### src/rtl/sram_port_arbiter_if.sv
// Core-side request/response and SRAM pin bundle for the shared SRAM port.
// The arbiter takes the slave view; the core plus SRAM model take the master view.
interface sram_port_arbiter_if #(
    parameter int ADDR_W = 14,
    parameter int DATA_W = 32
);
    logic              im_req;
    logic [ADDR_W-1:0] im_addr;
    logic              im_gnt;
    logic              im_rvalid;
    logic [DATA_W-1:0] im_rdata;

    logic              dm_req;
    logic              dm_we;
    logic [DATA_W-1:0] dm_bweb;
    logic [ADDR_W-1:0] dm_addr;
    logic [DATA_W-1:0] dm_wdata;
    logic              dm_gnt;
    logic              dm_rvalid;
    logic [DATA_W-1:0] dm_rdata;

    logic              sram_ceb;
    logic              sram_web;
    logic [DATA_W-1:0] sram_bweb;
    logic [ADDR_W-1:0] sram_addr;
    logic [DATA_W-1:0] sram_din;
    logic [DATA_W-1:0] sram_dout;

    modport slave (
        input  im_req, im_addr, dm_req, dm_we, dm_bweb, dm_addr, dm_wdata, sram_dout,
        output im_gnt, im_rvalid, im_rdata, dm_gnt, dm_rvalid, dm_rdata,
        output sram_ceb, sram_web, sram_bweb, sram_addr, sram_din
    );

    modport master (
        output im_req, im_addr, dm_req, dm_we, dm_bweb, dm_addr, dm_wdata, sram_dout,
        input  im_gnt, im_rvalid, im_rdata, dm_gnt, dm_rvalid, dm_rdata,
        input  sram_ceb, sram_web, sram_bweb, sram_addr, sram_din
    );
endinterface

### src/rtl/sram_port_arbiter.sv
// Shares one single-ported SRAM between instruction fetch (IM) and data memory (DM),
// one access per cycle, returning 1-cycle-latency read data to the issuing requester.
module sram_port_arbiter #(
    parameter int ADDR_W       = 14,
    parameter int DATA_W       = 32,
    parameter int STARVE_LIMIT = 3,
    parameter int RR_MODE      = 0
) (
    input  logic                clk,
    input  logic                rst,
    sram_port_arbiter_if.slave  bus
);
    typedef enum logic [1:0] {
        OWN_NONE = 2'b00,
        OWN_IM   = 2'b01,
        OWN_DM   = 2'b10
    } owner_e;

    localparam logic [3:0] LIMIT = 4'(STARVE_LIMIT);

    logic [3:0]        starve_q, starve_d;
    logic              last_dm_q, last_dm_d;
    owner_e            rd_owner_q, rd_owner_d;
    logic [DATA_W-1:0] im_rdata_q, im_rdata_d;
    logic [DATA_W-1:0] dm_rdata_q, dm_rdata_d;
    logic              im_prio, im_gnt, dm_gnt, im_rvalid, dm_rvalid;

    // im_prio says who wins a conflict: starvation guard or round-robin pointer.
    always_comb begin
        if (RR_MODE != 0) im_prio = last_dm_q;
        else              im_prio = (starve_q == LIMIT);
        dm_gnt    = !rst && bus.dm_req && !(bus.im_req && im_prio);
        im_gnt    = !rst && bus.im_req && !dm_gnt;
        // Gating with rst drops the return of a read granted just before reset.
        im_rvalid = !rst && (rd_owner_q == OWN_IM);
        dm_rvalid = !rst && (rd_owner_q == OWN_DM);
    end

    always_comb begin
        bus.im_gnt    = im_gnt;
        bus.dm_gnt    = dm_gnt;
        bus.im_rvalid = im_rvalid;
        bus.dm_rvalid = dm_rvalid;
        bus.im_rdata  = im_rvalid ? bus.sram_dout : im_rdata_q;
        bus.dm_rdata  = dm_rvalid ? bus.sram_dout : dm_rdata_q;

        bus.sram_ceb  = 1'b1;
        bus.sram_web  = 1'b1;
        bus.sram_bweb = '1;
        bus.sram_addr = {ADDR_W{1'b0}};
        bus.sram_din  = {DATA_W{1'b0}};
        if (dm_gnt) begin
            bus.sram_ceb  = 1'b0;
            bus.sram_web  = !bus.dm_we;
            bus.sram_bweb = bus.dm_we ? bus.dm_bweb : '1;
            bus.sram_addr = bus.dm_addr;
            bus.sram_din  = bus.dm_wdata;
        end else if (im_gnt) begin
            bus.sram_ceb  = 1'b0;
            bus.sram_addr = bus.im_addr;
        end
    end

    always_comb begin
        starve_d = starve_q;
        if (RR_MODE != 0 || !bus.im_req || im_gnt) starve_d = 4'd0;
        else if (starve_q < LIMIT)                 starve_d = starve_q + 4'd1;

        last_dm_d = last_dm_q;
        if (dm_gnt)      last_dm_d = 1'b1;
        else if (im_gnt) last_dm_d = 1'b0;

        rd_owner_d = OWN_NONE;
        if (im_gnt)                    rd_owner_d = OWN_IM;
        else if (dm_gnt && !bus.dm_we) rd_owner_d = OWN_DM;

        im_rdata_d = im_rvalid ? bus.sram_dout : im_rdata_q;
        dm_rdata_d = dm_rvalid ? bus.sram_dout : dm_rdata_q;
    end

    always_ff @(posedge clk) begin
        if (rst) begin
            starve_q   <= 4'd0;
            last_dm_q  <= 1'b1;
            rd_owner_q <= OWN_NONE;
            im_rdata_q <= {DATA_W{1'b0}};
            dm_rdata_q <= {DATA_W{1'b0}};
        end else begin
            starve_q   <= starve_d;
            last_dm_q  <= last_dm_d;
            rd_owner_q <= rd_owner_d;
            im_rdata_q <= im_rdata_d;
            dm_rdata_q <= dm_rdata_d;
        end
    end
endmodule
### src/flat_wrapper.sv
// flat-port wrapper written by rule: the top's interface ports become plain ports
module sram_port_arbiter_flat 
#(
    parameter int ADDR_W       = 14,
    parameter int DATA_W       = 32,
    parameter int STARVE_LIMIT = 3,
    parameter int RR_MODE      = 0
)
  (clk, rst, bus_im_req, bus_im_addr, bus_dm_req, bus_dm_we, bus_dm_bweb, bus_dm_addr, bus_dm_wdata, bus_sram_dout, bus_im_gnt, bus_im_rvalid, bus_im_rdata, bus_dm_gnt, bus_dm_rvalid, bus_dm_rdata, bus_sram_ceb, bus_sram_web, bus_sram_bweb, bus_sram_addr, bus_sram_din);
  sram_port_arbiter_if #(.ADDR_W(ADDR_W), .DATA_W(DATA_W)) bus_i ();
  input  logic clk;
  input  logic rst;
  input wire logic [$bits(bus_i.im_req)-1:0] bus_im_req;
  input wire logic [$bits(bus_i.im_addr)-1:0] bus_im_addr;
  input wire logic [$bits(bus_i.dm_req)-1:0] bus_dm_req;
  input wire logic [$bits(bus_i.dm_we)-1:0] bus_dm_we;
  input wire logic [$bits(bus_i.dm_bweb)-1:0] bus_dm_bweb;
  input wire logic [$bits(bus_i.dm_addr)-1:0] bus_dm_addr;
  input wire logic [$bits(bus_i.dm_wdata)-1:0] bus_dm_wdata;
  input wire logic [$bits(bus_i.sram_dout)-1:0] bus_sram_dout;
  output wire logic [$bits(bus_i.im_gnt)-1:0] bus_im_gnt;
  output wire logic [$bits(bus_i.im_rvalid)-1:0] bus_im_rvalid;
  output wire logic [$bits(bus_i.im_rdata)-1:0] bus_im_rdata;
  output wire logic [$bits(bus_i.dm_gnt)-1:0] bus_dm_gnt;
  output wire logic [$bits(bus_i.dm_rvalid)-1:0] bus_dm_rvalid;
  output wire logic [$bits(bus_i.dm_rdata)-1:0] bus_dm_rdata;
  output wire logic [$bits(bus_i.sram_ceb)-1:0] bus_sram_ceb;
  output wire logic [$bits(bus_i.sram_web)-1:0] bus_sram_web;
  output wire logic [$bits(bus_i.sram_bweb)-1:0] bus_sram_bweb;
  output wire logic [$bits(bus_i.sram_addr)-1:0] bus_sram_addr;
  output wire logic [$bits(bus_i.sram_din)-1:0] bus_sram_din;
  assign bus_i.im_req = bus_im_req;
  assign bus_i.im_addr = bus_im_addr;
  assign bus_i.dm_req = bus_dm_req;
  assign bus_i.dm_we = bus_dm_we;
  assign bus_i.dm_bweb = bus_dm_bweb;
  assign bus_i.dm_addr = bus_dm_addr;
  assign bus_i.dm_wdata = bus_dm_wdata;
  assign bus_i.sram_dout = bus_sram_dout;
  assign bus_im_gnt = bus_i.im_gnt;
  assign bus_im_rvalid = bus_i.im_rvalid;
  assign bus_im_rdata = bus_i.im_rdata;
  assign bus_dm_gnt = bus_i.dm_gnt;
  assign bus_dm_rvalid = bus_i.dm_rvalid;
  assign bus_dm_rdata = bus_i.dm_rdata;
  assign bus_sram_ceb = bus_i.sram_ceb;
  assign bus_sram_web = bus_i.sram_web;
  assign bus_sram_bweb = bus_i.sram_bweb;
  assign bus_sram_addr = bus_i.sram_addr;
  assign bus_sram_din = bus_i.sram_din;
  sram_port_arbiter #(.ADDR_W(ADDR_W), .DATA_W(DATA_W), .STARVE_LIMIT(STARVE_LIMIT), .RR_MODE(RR_MODE)) u_core (.clk(clk), .rst(rst), .bus(bus_i));
endmodule
### config.mk
export PLATFORM = sky130hd
export DESIGN_NAME = sram_port_arbiter_flat
export DESIGN_NICKNAME = d
export VERILOG_FILES = /design/src/rtl/sram_port_arbiter_if.sv /design/src/rtl/sram_port_arbiter.sv /design/src/flat_wrapper.sv
export SDC_FILE = /design/constraint.sdc
export NUM_CORES = 1
export LEC_CHECK = 0
export BUFFER_PORTS_ARGS = -buffer_cell sky130_fd_sc_hd__buf_2
export CAP_MARGIN = 5
export CORE_AREA = 4 4 106 108
export CTS_CLUSTER_DIAMETER = 30
export DETAILED_ROUTE_END_ITERATION = 10
export DIE_AREA = 0 0 110 112
export GPL_TIMING_DRIVEN = 1
export PLACE_DENSITY = 0.7
export SYNTH_ARGS = -nofsm -noshare
export SYNTH_HDL_FRONTEND = slang
export SYNTH_SLANG_ARGS = --single-unit
### constraint.sdc
create_clock -name clk -period 3.4 [get_ports clk]
set_input_delay 0.34 -clock clk [delete_from_list [all_inputs] [get_ports clk]]
set_output_delay 0.34 -clock clk [all_outputs]
set_load 0.01 [all_outputs]
==> impl_metrics.csv <==
group,metric,value,unit
outcome,outcome,"completed",
yosys,netlist_instances,322,
floorplanning,die_area,12300,sq um
timing,skew,0.00752,ns
floorplanning,core_area,10200,sq um
timing,hold_viol,0,
drt,totalWireLength,11.3,mm
cells_and_area,fin_nets,720,
clock_network,cts-htree-levels,3,
floorplanning,rows,37,
yosys,yosys.cell_types.count,23,
cells_and_area,antenna_cells,0,
pwr,peakVddDrop,0.163,mV
clock_network,clock_path_buffers,2,
critical_path,cp.arrival,2.60,ns
drt,via_per_inst,4.51,
timing,max_freq,0.340,GHz
yosys,synth_area_leaders,"dfxtp_1, mux2_2, and2b_1",
clock_network,cts_buffers,9,
clock_network,clk_latency,0.33,ns
clock_network,post_cts_resized,0,
grt,antenna_found_initial,0,
drt,routedWlPerCell,15.4,microns
clock_network,path_clk_slew,0.06,ns
cells_and_area,n_fill_cell,1005,
placed_design,dpl_cell_area,4900,sq um
pwr,cellPowerDensity,341,nW/um^2
cells_and_area,drive_gt1_share,67.0,%
drt,routed-via-count,3292,
yosys,synth_edf_count,0,
timing,slew_headroom,42.3,%
placed_design,dp_hpwl,9.35,mm
clock_network,cts_tree,"yes",
grt,grt.overflow.total,0,
clock_network,post-cts-setup-buffers,0,
grt,grt_max_degree,41,
timing,layout_min_cycle_time,2.94,ns
placed_design,portBuffers,276,
yosys,synth-seq-cells,70,
cells_and_area,seq_area,1400,sq um
yosys,async_reset_ff_share,0,%
cells_and_area,area_growth,46.5,%
critical_path,start_kind,"flop",
placed_design,pre_cts_ws,0.731,ns
yosys,ys.flop_type,"dfxtp_1",
yosys,netlist_area,3460,sq um
critical_path,cpPeakStageDelay,0.65,ns
grt,first_global_vias,3486,
timing,tns,0,ns
floorplanning,die_height,112,microns
pwr,p_leak,2.95,nW
clock_network,cts_hold_buf,0,
clock_network,root_buffer,"clkbuf_8",
timing,setup_violations,0,
critical_path,crit_type,"flop to output port",
floorplanning,initial_core_util,33.8,%
yosys,syn_area_per_cell,10.7,sq um
job,max_cap_violations,0,
placed_design,globalplace.congestion,0.934,
cells_and_area,stdcell_area,5070,sq um
timing,worst_slack,0.457,ns
cells_and_area,multi_input_area,1890,sq um
grt,grt_pass1_wl,16.8,mm
timing,rsz0062_at_grt,"no",
yosys,yosysTopAreaCell,"dfxtp_1",
floorplanning,die_w,110,microns
yosys,yosys.area.top_type_share,40.5,%
critical_path,rrSetupSlack,1.60,ns
drt,postRouteAntennaNets,0,
clock_network,clock-sinks,70,
yosys,synth_common_cells,"dfxtp_1, mux2_2, and2b_1, and3_1, or2_2",
critical_path,crit_slowest_cell,"nand3_1",
timing,fin_crit_sh,86.6,%
yosys,synth_most_common_cell,"dfxtp_1",
critical_path,end_kind,"output port",
timing,drv_slew,0,
min_path,hold_class,"input port to flop",
timing,worst_pin_slew,0.864,ns
yosys,syn_nets,452,
critical_path,critPathMaxFanout,34,
grt,track_usage,17.4,%
drt,drt_iter0_drc,99,
critical_path,crit_required,3.06,ns
yosys,yosysWarnings,0,
yosys,ys_seq_area_share,40.5,%
floorplanning,io_pins,277,
drt,remaining_drc_errors,0,
drt,dr.pass1.iters,4,
critical_path,crit_chain,"ha_1, nand4bb_1, buf_4, nand3_1, or2_2, buf_2",
## per-stage QoR
step | total power (W) | instances | util, % | hold slack [ns]
after floorplan | 0.00101 | 322 | - | 0.412
after global placement | 0.00116 | 715 | 47.9 | 0.493
after detailed placement | 0.00117 | 715 | 47.9 | 0.501
after CTS | 0.00176 | 730 | 49.6 | 0.178
after global routing | 0.00182 | 730 | 49.6 | 0.175
final | 0.00173 | 730 | 49.6 | 0.196
## path summary, 6_finish.rpt
| kind | endpoint | cells after the start | startpoint |
|---|---|---|---|
| worst max-delay path | bus_sram_bweb[24] | 6 | u_core.starve_q[0] |
| worst min-delay path | u_core.rd_owner_q[1] | 2 | bus_dm_we |
| worst max register to register | u_core.starve_q[0] | 5 | u_core.starve_q[0] |
| worst min register to register | u_core.starve_q[2] | 1 | u_core.starve_q[2] |
## where the power goes
| group | leakage (nW) | internal [W] | switching, W | total (W) |
|---|---|---|---|---|
| logic | 2.30 | 0.000159 | 0.000143 | 0.000302 |
| registers | 0.566 | 0.000836 | 0.00000471 | 0.000841 |
| clock network | 0.0845 | 0.000299 | 0.000287 | 0.000587 |
| total | 2.95 | 0.00130 | 0.000435 | 0.00173 |
## layout make-up
type,instances,share of cell area [%]
Clock buffer,12,3.06
Clock inverter,3,0.395
Multi-Input combinational cell,226,37.3
Sequential cell,70,27.6
Tap cell,136,3.36
Timing Repair Buffer,283,28.3
## cell usage in the layout (no fill, tap or decap)
cell        netlist  routed
buf_2             0     276
nand4bb_1         1       1
a21oi_2           1       1
dfxtp_1          70      70
clkbuf_1         16       1
nand2b_1          1       1
nor2b_2           1       1
or2_2            32      32
ha_1              1       1
clkbuf_8          0      11
nor3_1            1       1
and2b_1          58      58
o21bai_1          1       1
a22o_1           14      14
xor2_1            1       1
and3_1           36      36
nand3_1           1       1
clkinvlp_4        0       2
mux2_2           65      65
or3b_1            1       1
buf_4             1       7
clkinv_2          0       1
a21oi_1           1       1
and2_1            1       1
nor2b_1           7       7
nor3b_4           2       2
## registers in the layout, indices dropped and copies added (netlist names)
| signal | count |
|---|---|
| u_core.im_rdata_q | 32 |
| u_core.dm_rdata_q | 32 |
| u_core.rd_owner_q | 2 |
| u_core.starve_q | 4 |
## critical path, delay by kind of cell (launching register included)
kind	cells	cell delay [ns]
adders and majority gates	1	0.22
buffers and inverters	2	0.41
DFF	1	0.32
and+or+nand+nor	3	1.31
## cell families (layout without fill, tap and decap cells)
family / Yosys count / after routing / share of synthesized area (%)
simple gates: 142 / 142 / 28.7
flops: 70 / 70 / 40.5
mux: 65 / 65 / 21.1
buf+inv: 26 / 298 / 4.88
compound gates: 17 / 17 / 4.16
fa+ha+maj: 1 / 1 / 0.361
xor+xnor: 1 / 1 / 0.253
## routing by layer
metal  GRT usage, %  share of wire, %
met1           15.9                34
met2           33.1                53
met3           7.19               9.6
met4           6.98               2.8
met5              0                 0
No activity file was read; power rests on OpenSTA's default activity.
